**src/rtl/reg_scoreboard.sv**
```systemverilog
`default_nettype none
// ============================================================================
// Module   : reg_scoreboard
// Brief    : Pending-write scoreboard for the 32 x 32-bit register file;
//            gates issue on RAW/saturation and retires counts on writeback.
// Revision : 1.0 - initial release
// ============================================================================
module reg_scoreboard #(
    parameter int NUM_REGS    = 32,
    parameter int ADDR_W      = 5,
    parameter int CNT_W       = 3,
    parameter int MAX_PENDING = 5
) (
    input  logic                clk,
    input  logic                rst,
    input  logic                issue_valid,
    output logic                issue_ready,
    input  logic [ADDR_W-1:0]   issue_rs1,
    input  logic [ADDR_W-1:0]   issue_rs2,
    input  logic                issue_use_rs1,
    input  logic                issue_use_rs2,
    input  logic [ADDR_W-1:0]   issue_rd,
    input  logic                issue_rd_we,
    input  logic                wb_valid,
    input  logic [ADDR_W-1:0]   wb_rd,
    input  logic                flush,
    output logic [NUM_REGS-1:0] busy_vec,
    output logic [7:0]          outstanding,
    output logic                err_underflow
);

    localparam logic [CNT_W-1:0] c_max  = CNT_W'(MAX_PENDING);
    localparam logic [CNT_W-1:0] c_one  = CNT_W'(1);
    localparam logic [7:0]       c_one8 = 8'd1;

    logic [CNT_W-1:0]    r_count [NUM_REGS];
    logic [7:0]          r_outstanding;
    logic                r_err_underflow;

    logic                w_rs1_nz, w_rs2_nz, w_rd_nz, w_wb_nz;
    logic                w_hazard, w_sat, w_fire, w_inc, w_dec, w_underflow;
    logic [NUM_REGS-1:0] w_inc_vec, w_dec_vec;

    assign w_rs1_nz = (issue_rs1 != '0);
    assign w_rs2_nz = (issue_rs2 != '0);
    assign w_rd_nz  = (issue_rd  != '0);
    assign w_wb_nz  = (wb_rd     != '0);

    // Register 0 is never counted, so it can never produce a hazard.
    assign w_hazard = (issue_use_rs1 && w_rs1_nz && (r_count[issue_rs1] != '0)) ||
                      (issue_use_rs2 && w_rs2_nz && (r_count[issue_rs2] != '0));
    assign w_sat    = issue_rd_we && w_rd_nz && (r_count[issue_rd] == c_max);

    assign issue_ready = !w_hazard && !w_sat && !flush;
    assign w_fire      = issue_valid && issue_ready;
    assign w_inc       = w_fire && issue_rd_we && w_rd_nz;
    assign w_dec       = wb_valid && w_wb_nz && (r_count[wb_rd] != '0);
    assign w_underflow = wb_valid && w_wb_nz && (r_count[wb_rd] == '0);

    generate
        for (genvar gi = 0; gi < NUM_REGS; gi++) begin : g_reg
            assign w_inc_vec[gi] = w_inc && (issue_rd == ADDR_W'(gi));
            assign w_dec_vec[gi] = w_dec && (wb_rd == ADDR_W'(gi));
            assign busy_vec[gi]  = (r_count[gi] != '0);
        end
    endgenerate

    always_ff @(posedge clk) begin
        if (rst) begin
            for (int i = 0; i < NUM_REGS; i++) begin
                r_count[i] <= '0;
            end
            r_outstanding   <= '0;
            r_err_underflow <= 1'b0;
        end else if (flush) begin
            // Flush discards tracking but keeps the sticky error.
            for (int i = 0; i < NUM_REGS; i++) begin
                r_count[i] <= '0;
            end
            r_outstanding <= '0;
        end else begin
            for (int i = 0; i < NUM_REGS; i++) begin
                if (w_inc_vec[i] && !w_dec_vec[i]) begin
                    r_count[i] <= r_count[i] + c_one;
                end else if (w_dec_vec[i] && !w_inc_vec[i]) begin
                    r_count[i] <= r_count[i] - c_one;
                end
            end
            if (w_inc && !w_dec) begin
                r_outstanding <= r_outstanding + c_one8;
            end else if (w_dec && !w_inc) begin
                r_outstanding <= r_outstanding - c_one8;
            end
            if (w_underflow) begin
                r_err_underflow <= 1'b1;
            end
        end
    end

    assign outstanding   = r_outstanding;
    assign err_underflow = r_err_underflow;

endmodule
`default_nettype wire

```
**config.mk**
```make
export PLATFORM = sky130hd
export DESIGN_NAME = reg_scoreboard
export DESIGN_NICKNAME = d
export VERILOG_FILES = /design/src/rtl/reg_scoreboard.sv
export SDC_FILE = /design/constraint.sdc
export NUM_CORES = 1
export LEC_CHECK = 0
export BUFFER_PORTS_ARGS = -buffer_cell sky130_fd_sc_hd__clkbuf_2
export CAP_MARGIN = 20
export CELL_PAD_IN_SITES_DETAIL_PLACEMENT = 0
export CELL_PAD_IN_SITES_GLOBAL_PLACEMENT = 1
export CORE_MARGIN = 1.5
export CORE_UTILIZATION = 53
export CTS_BUF_LIST = sky130_fd_sc_hd__clkbuf_4 sky130_fd_sc_hd__clkbuf_8
export CTS_CLUSTER_DIAMETER = 40
export DETAILED_ROUTE_END_ITERATION = 8
export GPL_ROUTABILITY_DRIVEN = 1
export PLACE_DENSITY = 0.95
export SETUP_SLACK_MARGIN = 0.5
export SYNTH_ARGS = -nofsm -noshare
export SYNTH_HDL_FRONTEND = slang
export SYNTH_SLANG_ARGS = --single-unit
```
**constraint.sdc**
```tcl
create_clock -name clk -period 12.2 [get_ports clk]
set_clock_uncertainty 0.1 [all_clocks]
set_input_delay 2.44 -clock clk [delete_from_list [all_inputs] [get_ports clk]]
set_output_delay 2.44 -clock clk [all_outputs]
set_load 0.1 [all_outputs]
```
Word-level counts from Yosys, hierarchy flattened

Memory sizes are Yosys's and may differ from the RTL's.
Cells that the tools add are included.

Register bits after elaboration: 9
Word-level logic and storage cells: 879
Memories kept: 1
Output and inout bits: 42
Memory bits (writable): 96
Input bits: 28

Eq/ne operators: 63
Mux-type cells: 391
Bitwise logic cells: 97
Reduce and logical (&&, ||, !) cells: 259
Add/sub/neg operators: 66

Memory list:

| memory  | depth | width | read ports | clocked after Yosys merged registers in | write ports | RTL line | text |
|---|---|---|---|---|---|---|---|
| r_count | 32    | 3     | 36         | 0                                       | 32          | 36       | `logic [CNT_W-1:0] r_count [NUM_REGS];` |

Operator list:

| cell                                                               | count |
|---|---|
| 1-bit two-way mux                                                  | 293 |
| 3-bit two-way mux                                                  | 96 |
| 5-bit == test, second input constant                               | 32 |
| 1-bit logical AND                                                  | 144 |
| 3-bit nonzero test                                                 | 35 |
| 3-bit by 1-bit adder with 3-bit output, second input constant      | 32 |
| 1-bit OR                                                           | 96 |
| 3-bit by 1-bit subtractor with 3-bit output, second input constant | 32 |
| 5-bit by 4-bit == test with 1-bit output, second input constant    | 16 |
| 1-bit logical NOT                                                  | 69 |
| 5-bit by 3-bit == test with 1-bit output, second input constant    | 8 |
| 5-bit by 2-bit == test with 1-bit output, second input constant    | 4 |
| 5-bit nonzero test                                                 | 4 |
| 8-bit two-way mux                                                  | 2 |
| 5-bit by 1-bit == test with 1-bit output, second input constant    | 2 |
| 5-bit logical NOT                                                  | 2 |
| 8-bit by 1-bit adder with 8-bit output, second input constant      | 1 |
| 8-bit by 1-bit subtractor with 8-bit output, second input constant | 1 |
| 3-bit == test, second input constant                               | 1 |
| 3-bit logical NOT                                                  | 1 |
| 2-bit AND reduction                                                | 1 |
| 2-bit nonzero test                                                 | 1 |
| 2-bit OR reduction                                                 | 1 |
| 1-bit logical OR                                                   | 1 |
| 1-bit inverter                                                     | 1 |

Longest topological paths before layout

Gate-level depths: netlist (run 1).

Depth after elaboration: 19
Mapped depth: 22
Gate-level depth less buffers: 19

Least setup slack after synthesis (run 1)

No wires, ideal clock.

Path kind: input -> output
Start: in issue_rd[0]
End: out issue_ready
Slack: 3.942 ns
Required time: 9.660 ns
Stages: 9
Arrival: 5.718 ns
Path buffers: 4
Path through: buf_2 buf_2 mux4_2 mux2i_1 o21ai_0 a311o_1 buf_2 buf_2 nor2_1

Word-level cells in the longest chain between the ends: 6
Elaborated cells between the ends (all ways): 8
Classes of those cells: eq/ne (1); reduce/logical (6); memory (1)

Ends and longest elaborated chain:

| what                                                                | RTL line | text |
|---|---|---|
| from (decl)                                                         | 22       | `input logic [ADDR_W-1:0] issue_rd,` |
| memory read 32 x 3 bit / 5-bit nonzero test (equally long branches) | n/a      |  |
| 3-bit == test / 1-bit logical AND (equally long branches)           | 52       | `assign w_sat = issue_rd_we && w_rd_nz && (r_count[issue_rd] == c_max);` |
| 1-bit logical AND (*)                                               | 52       |  |
| 1-bit logical NOT (*)                                               | 54       | `assign issue_ready = !w_hazard && !w_sat && !flush;` |
| 1-bit logical AND (*) (2 in series)                                 | 54       |  |
| to (decl)                                                           | 17       | `output logic issue_ready,` |

Every way passes the cells marked *; elsewhere a longest branch is shown, timed or not.

Worst setup path after layout (run 1)

Same ends and word-level chain as after synthesis.

==> results of run 1 <==
worst register-to-register path, delay by kind of cell, from the launching register on:
family / cells / cell delay, ns
mux: 1 / 0.50
buf+inv: 2 / 0.33
fa+ha+maj: 2 / 0.46
compound gates: 9 / 2.46
simple gates: 4 / 1.18
flops: 1 / 0.45
xor+xnor: 1 / 0.14
kinds of logic after synthesis:
group           share of synthesized area [%]
mux                                      6.28
flops                                    30.3
other cells                            0.0371
fa+ha+maj                                10.3
xor+xnor                                 4.33
simple gates                             30.9
compound gates                           12.1
buf+inv                                  5.72
cell usage after synthesis (4+ instances only):
cell and number:
edfxtp_1 96, inv_1 85, nand2_1 84, nor3_1 81, nor2_1 65, ha_1 59
nand2b_1 36, nor2b_1 36, clkbuf_1 31, nand3_1 31, or3_1 31, a21oi_1 30
nand3b_1 27, o21ai_0 25, xnor2_1 25, xor2_1 25, mux4_2 21, nor4_1 21
nand4_1 17, buf_2 15, fa_1 15, mux2i_1 15, nor3b_1 14, or4_1 14
a2111oi_0 12, a31oi_1 10, nor4_2 10, nor4_4 10, o2111ai_1 10, o211ai_1 10
and3_1 9, dfxtp_1 9, o41ai_1 9, a32oi_1 7, nor4b_1 7, a21o_1 6
nand4b_1 6, buf_1 5, or2_2 5, a211o_1 4, and2_1 4, or3b_2 4
per-layer routing:
metal	up-vias	GRT usage [%]
met5	-	0
met3	99	8.73
met4	0	14.0
met2	588	51.1
met1	4543	45.1
li1	4188	-
power breakdown:
group,switching (uW),internal (uW)
sequential,29.7,414
combinational,259,92.0
clock,128,87.9
state kept, by name, summed over array words and instances (netlist names):
signal and count:
err_underflow 1, outstanding 8, r_count 96
per-stage QoR:
step / utilization (%) / hold slack, ns / power, uW
floorplan: - / 0.475 / 714
global placement: 56.6 / 0.350 / 791
detailed placement: 56.6 / 0.366 / 794
CTS: 57.6 / 0.392 / 1000
global route: 57.6 / 0.445 / 1050
finish: 57.6 / 0.391 / 1010
cell usage in the layout, fill, tap and decap left out, types with 30 or more instances in the layout:
cell | Yosys | routed
clkbuf_2 | 0 | 69
nand2b_1 | 36 | 36
nor2b_1 | 36 | 36
edfxtp_1 | 96 | 96
inv_1 | 85 | 85
ha_1 | 59 | 59
or3_1 | 31 | 31
a21oi_1 | 30 | 30
nand3_1 | 31 | 31
nor3_1 | 81 | 81
nor2_1 | 65 | 64
nand2_1 | 84 | 84
worst max-delay path by stage:
stage	end	slack [ns]	depth (start not counted)
after floorplan	issue_ready	3.94	9
after global placement	issue_ready	3.90	7
after detailed placement	issue_ready	3.86	8
after CTS	issue_ready	3.84	8
after global routing	issue_ready	3.57	8
final	issue_ready	3.71	8
final cells by class:
cell class              count  area, um2
flip-flops and latches    105       3060
repair buffers             78        413
well taps                 234        293
inverters                  87        327
multi-input cells         852       6480
clock inverters             4       28.8
clock buffers              12        159
fillers                  1688       7940
==> results.md, run 1 <==
* Num CTS Buffers at 9
* Yosys reg bits at 105
* Initial Utilization at 54.0%
* Site Rows at 50
* First-pass GRT wire length at 50,600 um
* WL per Instance at 24.0 um
* Total of max-cap violations at 0
* Asr flop ratio synth at 0%
* CTS tree: done
* Crit-path leading delay family: simple AND/OR/NAND/NOR gates
* Max FO, Critical Path at 37
* Area contributors post-synth: edfxtp_1 29%, ha_1 7.3%, mux4_2 4.7%
* Hold worst-path end: err_underflow
* Min Tclk post-route at 8.49 ns
* Pleak at 0.00379 uW
* Worst stage delay on the critical path at 0.82 ns
* Total track usage at 33.4%
* GP Congestion at 1.05
* Placed Instance Area at 10,600 um2
* Initial antenna violation count at 0
* Layout cells sized above 1 at 13.9%
* Post-synth top area cell: edfxtp_1
* Req. time, crit path at 9.66 ns
* Final wirelength at 32,900 um
* Placement Setup Slack at 3.86 ns
* Initial drt markers at 1,121
* Slew @ Worst Pin at 1.00 ns
* Pwr/cell area at 93.9 nW/um2
* Setup TNS at 0 ns
* # clock sinks at 105
* Clock Tree Root: clkbuf_8
* Vias/cell at 6.86
* Vias in the first global route at 8,881
* Core area at 18,700 um2
* Final setup margin at 3.71 ns
* Type of origin of the critical path: primary input
* Hold Crit Start: err_underflow
* Reg clk slew, reported paths at 0.09 ns
* Inst Count DP at 1,356
* Yosys top cell area share at 28.5%
* Post-synth top flop: edfxtp_1
* Fin crit share at 69.6%
* Final setup fails at 0
* Hold path cells at 2
* Crit path capture type: output pin
* CP Buf/Inv Count at 2
* CP arrival at 5.95 ns
* Crit. Startpoint: issue_rd[0]
* Number of remaining DRC errors at 0
* Hold Path Class: reg2reg
* Post_cts resized at 0
* Pins Over Slew Limit at 0
* Clock buffer depth at 2
* R2R depth at 19
* Top Metal Used: met4
* Die ar. at 19,900 um2
* Worst reg2reg path endpoint: outstanding[7]
* Top-Level Pins at 70
* Final hold viol count at 0
* Post-synth EDFFs at 96
* Setup Fix Bufs, Post-CTS at 0
* Post-synthesis sequential area ratio at 30.3%
* Final Net Count at 1,235
* Wire length on met3 at 3880 um
* Layout area overhead at 6.52%
* Crit path kind: in2out
* Hold_buf cts at 0
* Number of detailed-route iterations in the first pass at 5
* Non-Filler Instances at 1,372
* R2r setup slk at 6.53 ns
* RSZ-0062 raised after global routing: false
* Final Cell Area at 10,800 um2
* Worst VDD drop at 0.0747 mV
* H-Tree Depth at 3
* Detailed Place HPWL at 25,500 um
* DRT antenna net count at 0
* Mapped Avg Cell Area at 9.21 um2
* Status: completed
* Slowest CP cell: a211o_2
* Synthesis warning total at 0
* Wl on met1 at 13,200 um
* DR vias at 9,418
* Gr ovfl total at 0
* Cell area after synthesis at 10,100 um2
* Worst rel slew slack at 33.0%
* Gate Count Post-Synth at 1,097
* Die H at 141 um
* Met2 WL at 14,600 um
* Worst path cell trace: clkbuf_2, nor2_1, a21boi_0, a2111oi_0, nor4b_1, a211o_2, nor2_1, clkbuf_2
* Die X at 141 um
* Fmax at 0.118 GHz
* Number of inserted diodes at 0
* Clock insertion delay at the later pin of the skew report at 0.40 ns
* Synth cell types at 81
* PortBufs at 69
* R2R Path Start: r_count[28][0]
* Largest net degree at the start of global routing at 53
Note: power is estimated with default switching activity, not from simulation.
==> run 2, diff against run 1 <==
- ABC_AREA: default -> 1
- CORE_UTILIZATION: 53 -> 42
- PLACE_DENSITY: 0.95 -> 0.9
- clock period: 12.2 -> 7.35 ns (I/O delays scaled with it)
==> results.md, run 2 <==
* Clock insertion delay at the later pin of the skew report at 0.40 ns (about the same)
* Largest net degree at the start of global routing at 58 (+9.4%)
* Synth cell types at 35 (-57%)
* Post-synth top area cell: edfxtp_1
* CTS tree: done
* Post-synth EDFFs at 96 (unchanged)
* First-pass GRT wire length at 52,700 um (+4.0%)
* Yosys top cell area share at 28.7% (+0.17 points)
* CP arrival at 4.56 ns (-1.39 ns)
* Reg clk slew, reported paths at 0.10 ns (about the same)
* Final setup margin at 1.22 ns (-2.49 ns)
* Pwr/cell area at 153 nW/um2 (+62%)
* Cell area after synthesis at 10,000 um2 (-0.61%)
* WL per Instance at 18.7 um (-22%)
* Vias in the first global route at 9,479 (+6.7%)
* Setup TNS at 0 ns (unchanged)
* Multi-input logic area at 6030 um2 (-7.0%)
* Max reg flops at 96 (unchanged)
* Clock buffer depth at 2 (unchanged)
* Core area at 23,500 um2 (+25%)
* Commonest cells after routing, fill and taps aside: 434 x nand2_1, 189 x inv_1, 174 x nand3_1
* Hold_buf cts at 0 (unchanged)
* Layout cells sized above 1 at 6.85% (-7.0 points)
* Post-synth top cells: 434 x nand2_1, 189 x inv_1, 174 x nand3_1
* DRT antenna net count at 0 (unchanged)
* Gr ovfl total at 0 (unchanged)
* R2R depth at 29 (+10)
* Post-synth top flop: edfxtp_1
* Post_cts resized at 0 (unchanged)
* Hold Crit Start: outstanding[7]
* Switching share of power at 41.2% (-0.090 points)
* Fin crit share at 83.3%
* Fmax at 0.163 GHz
* Storage cell area at 3060 um2 (unchanged)
* Type of origin of the critical path: primary input
* Yosys reg bits at 105 (unchanged)
* Detailed Place HPWL at 26,900 um (+5.4%)
* Number of inserted diodes at 0 (unchanged)
* Crit path capture type: output pin
* Initial Utilization at 42.8% (-11 points)
* Hold worst-path end: outstanding[7]
* Final Net Count at 1,616 (+31%)
* R2R Path Start: r_count[2][0]
* Asr flop ratio synth at 0% (unchanged)
* Final setup fails at 0 (unchanged)
* Pins Over Slew Limit at 0 (unchanged)
* Initial drt markers at 1,130 (+0.80%)
* Die H at 158 um (+12%)
* Crit path kind: in2out
* Switch Pwr at 680 uW (+63%)
* Placement Setup Slack at 1.15 ns (-2.71 ns)
* Min Tclk post-route at 6.13 ns
* Area contributors post-synth: edfxtp_1 29%, nand2_1 16%, nand3_1 8.7%
* Total track usage at 28.1% (-5.3 points)
* DR vias at 10,200 (+8.8%)
* Req. time, crit path at 5.78 ns (-3.88 ns)
* Top-Level Pins at 70 (unchanged)
* Mapped Avg Cell Area at 6.82 um2 (-26%)
* Hold Path Class: reg2reg
* Site Rows at 56 (+12%)
* Status: completed
* R2r setup slk at 3.09 ns (-3.44 ns)
* Flop pwr share at 43.3% (-0.6 points)
* Clock power share at 23.8% (+2.4 points)
* Most frequent cell after synthesis: nand2_1
* Vias/cell at 5.57 (-19%)
* Worst reg2reg path endpoint: outstanding[7]
* Internal at 971 uW (+64%)
* Final hold viol count at 0 (unchanged)
* Die ar. at 24,900 um2 (+25%)
* Gate Count Post-Synth at 1,472 (+34%)
* Synthesis warning total at 0 (unchanged)
* Max FO, Critical Path at 26 (-30%)
* Largest Register: r_count
* Most common cell after layout, fill and taps aside: nand2_1
* RSZ-0062 raised after global routing: false
* Clock Tree Root: clkbuf_8
* Post-synthesis sequential area ratio at 30.5% (+0.18 points)
* Layout area overhead at 7.70%
* Pleak at 0.00513 uW (+35%)
* Total of max-cap violations at 0 (unchanged)
* H-Tree Depth at 3 (unchanged)
* # fillers at 2,464 (+46%)
* Initial antenna violation count at 0 (unchanged)
* Slew @ Worst Pin at 0.945 ns (-0.0593 ns)
* Combinational Power Share at 32.9% (-1.9 points)
* # clock sinks at 105 (unchanged)
* Final wirelength at 34,400 um (+4.5%)
* Worst VDD drop at 0.114 mV (+52%)
* Die X at 158 um (+12%)
* Number of detailed-route iterations in the first pass at 8 (+3)
* Worst rel slew slack at 36.9% (+3.9 points)
* Num CTS Buffers at 9 (unchanged)
* GP Congestion at 1.05 (+0.34%)
* Hold path cells at 2 (unchanged)
* PortBufs at 69 (unchanged)
* Number of remaining DRC errors at 0 (unchanged)
* Setup Fix Bufs, Post-CTS at 0 (unchanged)
## run 2: cell count changes after synthesis, moves of 50 or more
cell,previous run,this run
nor3_1,81,8
nand4_1,17,67
inv_1,85,189
nand2_1,84,434
nand3_1,31,174
nor2_1,65,144
## run 2: area by class of cell
type                    instances  area share, %
clock buffers                  10           1.21
clock inverters                 6          0.648
inverters                     192           6.66
multi-input cells            1129           55.7
flip-flops and latches        105           28.3
well taps                     319           3.69
repair buffers                 77           3.75
## run 2: how the worst max path moves through the flow
stage | slack, ns | depth (start not counted) | start | endpoint
floorplan | 2.36 | 30 | issue_rs2[1] | outstanding[7]
global placement | 1.25 | 32 | issue_rd[0] | outstanding[7]
detailed placement | 1.15 | 31 | issue_rd[1] | outstanding[7]
CTS | 1.40 | 14 | issue_rd[1] | issue_ready
global route | 1.05 | 31 | issue_rd[1] | outstanding[7]
finish | 1.22 | 14 | issue_rd[1] | issue_ready
## run 2: worst max-delay path, stage by stage
cell and delay [ns]:
clkbuf_2 0.42, inv_2 0.37, nor2_1 0.68, nand2_1 0.12, nand4_1 0.11, nand2_1 0.10, nand2_1 0.09, nor2_1 0.06
nand3_1 0.06, nand2_1 0.06, nand2_1 0.07, nand3_1 0.11, nor2_4 0.26, clkbuf_2 0.54
## run 2: power by group through the flow
stage	clock network, uW	logic (uW)	registers, uW
finish	393	543	715
global route	418	586	720
global placement	0	532	728
CTS	400	536	715
detailed placement	0	533	728
floorplan	0	385	740
## run 2: kinds of logic (layout without fill, tap and decap cells)
group | Yosys count | after routing | synth area share, %
compound gates | 149 | 149 | 8.00
buf+inv | 240 | 285 | 9.64
mux | 12 | 12 | 1.20
other cells | 1 | 3 | 0.0373
xor+xnor | 52 | 52 | 4.53
fa+ha+maj | 74 | 74 | 10.3
simple gates | 839 | 839 | 35.8
flops | 105 | 105 | 30.5
## run 2: per-layer routing
| metal | track usage (%) | share of wire, % | vias up | wire [um] |
|---|---|---|---|---|
| li1 | - | - | 4913 | - |
| met1 | 38.0 | 43 | 4779 | 14700 |
| met2 | 45.9 | 46 | 474 | 15700 |
| met3 | 4.27 | 8.3 | 77 | 2870 |
| met4 | 9.39 | 3.0 | 0 | 1030 |
| met5 | 0 | 0 | - | 0 |
## run 2: per-stage QoR
step | utilization, % | std cells | total power (uW) | cell area, um2 | hold WS [ns]
global route | 46.1 | 1838 | 1720 | 10800 | 0.408
finish | 46.1 | 1838 | 1650 | 10800 | 0.384
CTS | 46.1 | 1838 | 1650 | 10800 | 0.377
floorplan | - | 1474 | 1120 | 10100 | 0.426
global placement | 45.2 | 1822 | 1260 | 10600 | 0.354
detailed placement | 45.2 | 1822 | 1260 | 10600 | 0.361
==> run 3, diff against run 2 <==
- clock period: 7.35 -> 5.6 ns (I/O delays scaled with it)
==> results.md, run 3 (same netlist as run 2, synthesis figures left out) <==
* Number of detailed-route iterations in the first pass at 9 (+1)
* Worst rel slew slack at 46.2% (+9.3 points)
* Status: completed
* Vias in the first global route at 9,517 (+0.40%)
* Slowest CP cell: o21ai_0
* Crit path capture type: flip-flop
* Initial antenna violation count at 0 (unchanged)
* Initial Utilization at 42.8% (unchanged)
* Most common cell after layout, fill and taps aside: nand2_1
* Clock Tree Root: clkbuf_8
* Initial drt markers at 990 (-12%)
* GP Congestion at 1.00 (-4.4%)
* Vias/cell at 5.51 (-1.2%)
* Hold_buf cts at 0 (unchanged)
* Number of remaining DRC errors at 0 (unchanged)
* DR vias at 10,200 (-0.36%)
* Clock buffer depth at 2 (unchanged)
* Core area at 23,500 um2 (unchanged)
* Layout area overhead at 9.13%
* RSZ-0062 raised after global routing: false
* Largest Register: r_count
* H-Tree Depth at 3 (unchanged)
* Pins Over Slew Limit at 0 (unchanged)
* Reg clk slew, reported paths at 0.11 ns (about the same)
* Worst path cell trace: clkbuf_2, inv_1, nand2_1, inv_1, a22o_1, o21ai_0, nand4_1, nand3_1, ha_1, inv_1, ha_1, a21oi_1, nand2_1, a21oi_1, nor2_1, nor2_1, inv_1, nand2_1, nand2_1, a21oi_1, o21ai_0, a21o_1, o21ai_0, a21oi_1
* Gr ovfl total at 0 (unchanged)
* Setup Fix Bufs, Post-CTS at 0 (unchanged)
* Die X at 158 um (unchanged)
* Slew @ Worst Pin at 0.806 ns (-0.139 ns)
* Layout cells sized above 1 at 7.95% (+1.1 points)
* Clock insertion delay at the later pin of the skew report at 0.42 ns (+0.02 ns)
* Inst Count DP at 1,837 (+0.82%)
* Commonest cells after routing, fill and taps aside: 433 x nand2_1, 189 x inv_1, 174 x nand3_1
* Fin crit share at 84.7%
* Req. time, crit path at 5.82 ns (+0.04 ns)
* # clock sinks at 105 (unchanged)
* Total track usage at 28.5% (+0.40 points)
* Setup TNS at 0 ns (unchanged)
* Type of origin of the critical path: primary input
* Max FO, Critical Path at 7 (-73%)
* Final wirelength at 34,500 um (+0.42%)
* Die ar. at 24,900 um2 (unchanged)
* Num CTS Buffers at 9 (unchanged)
* PortBufs at 69 (unchanged)
* Max reg flops at 96 (unchanged)
* Largest net degree at the start of global routing at 53 (-8.6%)
* First-pass GRT wire length at 53,100 um (+0.71%)
* DRT antenna net count at 0 (unchanged)
* Die H at 158 um (unchanged)
* Non-Filler Instances at 1,853 (+0.82%)
* Site Rows at 56 (unchanged)
* Number of inserted diodes at 0 (unchanged)
* Detailed Place HPWL at 27,100 um (+0.67%)
* Crit path kind: in2reg
* Final setup fails at 0 (unchanged)
* Worst VDD drop at 0.127 mV (+11%)
* Crit-path leading delay family: compound AO/OA/AOI/OAI gates
* CP Buf/Inv Count at 5 (+2)
* Min Tclk post-route at 4.74 ns
* Top-Level Pins at 70 (unchanged)
* CP arrival at 4.96 ns (+0.40 ns)
* Pleak at 0.00522 uW (+1.6%)
* Final Net Count at 1,631 (+0.93%)
* Hold Path Class: reg2reg
* CTS tree: done
* Final hold viol count at 0 (unchanged)
* Fmax at 0.211 GHz
* Total of max-cap violations at 0 (unchanged)
* Pwr/cell area at 200 nW/um2 (+31%)
* Worst stage delay on the critical path at 0.37 ns (-0.31 ns)
* WL per Instance at 18.6 um (-0.39%)
[run 3: cell types whose count changed in the layout (fill, tap and decap cells not counted), sizes merged]
cell,delta
clkbuf,-2
buf,+16
inv,+1
clkinvlp,-1
clkinv,+1
[run 3: cell type report]
type	count	area [um2]
tap	319	399
multi-input combinational	1129	6040
inverter	192	721
sequential	105	3060
fill	2485	12500
timing repair buffer	92	537
clock inverter	7	82.6
clock buffer	9	124
[run 3: worst paths after layout]
path,start,end,slack (ns),cells past startpoint
max,wb_rd[1],outstanding[7],0.86,24
min reg2reg,err_underflow,err_underflow,0.38,2
min,err_underflow,err_underflow,0.38,2
max reg2reg,r_count[29][0],outstanding[7],1.32,21
[run 3: power by group]
group	internal [uW]	leakage [uW]	switching, uW	total [uW]
sequential	895	0.00114	44.6	939
clock	216	0.000107	318	534
combinational	172	0.00397	552	724
[run 3: worst min-delay path, cell delays in order (launching register included)]
cell and delay [ns]:
dfxtp_1 0.34, a21oi_1 0.04, nor2_1 0.07
[run 3: stage by stage]
step	setup slack, ns	utilization (%)	hold slack [ns]	area [um2]	power [uW]
after detailed placement	0.444	45.8	0.360	10700	1660
after CTS	0.870	46.7	0.387	11000	2190
after floorplan	0.957	-	0.426	10100	1480
after global routing	0.512	46.7	0.417	11000	2280
after global placement	0.524	45.8	0.355	10700	1660
final	0.855	46.7	0.383	11000	2200
[run 3: repair_timing]
item	4_1_cts	5_1_grt
gates resized for setup	0	4
endpoints found under the setup margin	0	1
hold endpoints to repair	0	0
[run 3: per-layer routing]
layer / up-vias / wire [um] / GRT usage, %
met5: - / 0 / 0
met4: 0 / 1340 / 11.7
met3: 86 / 3120 / 4.54
met2: 476 / 15300 / 44.9
met1: 4693 / 14700 / 38.9
li1: 4951 / - / -
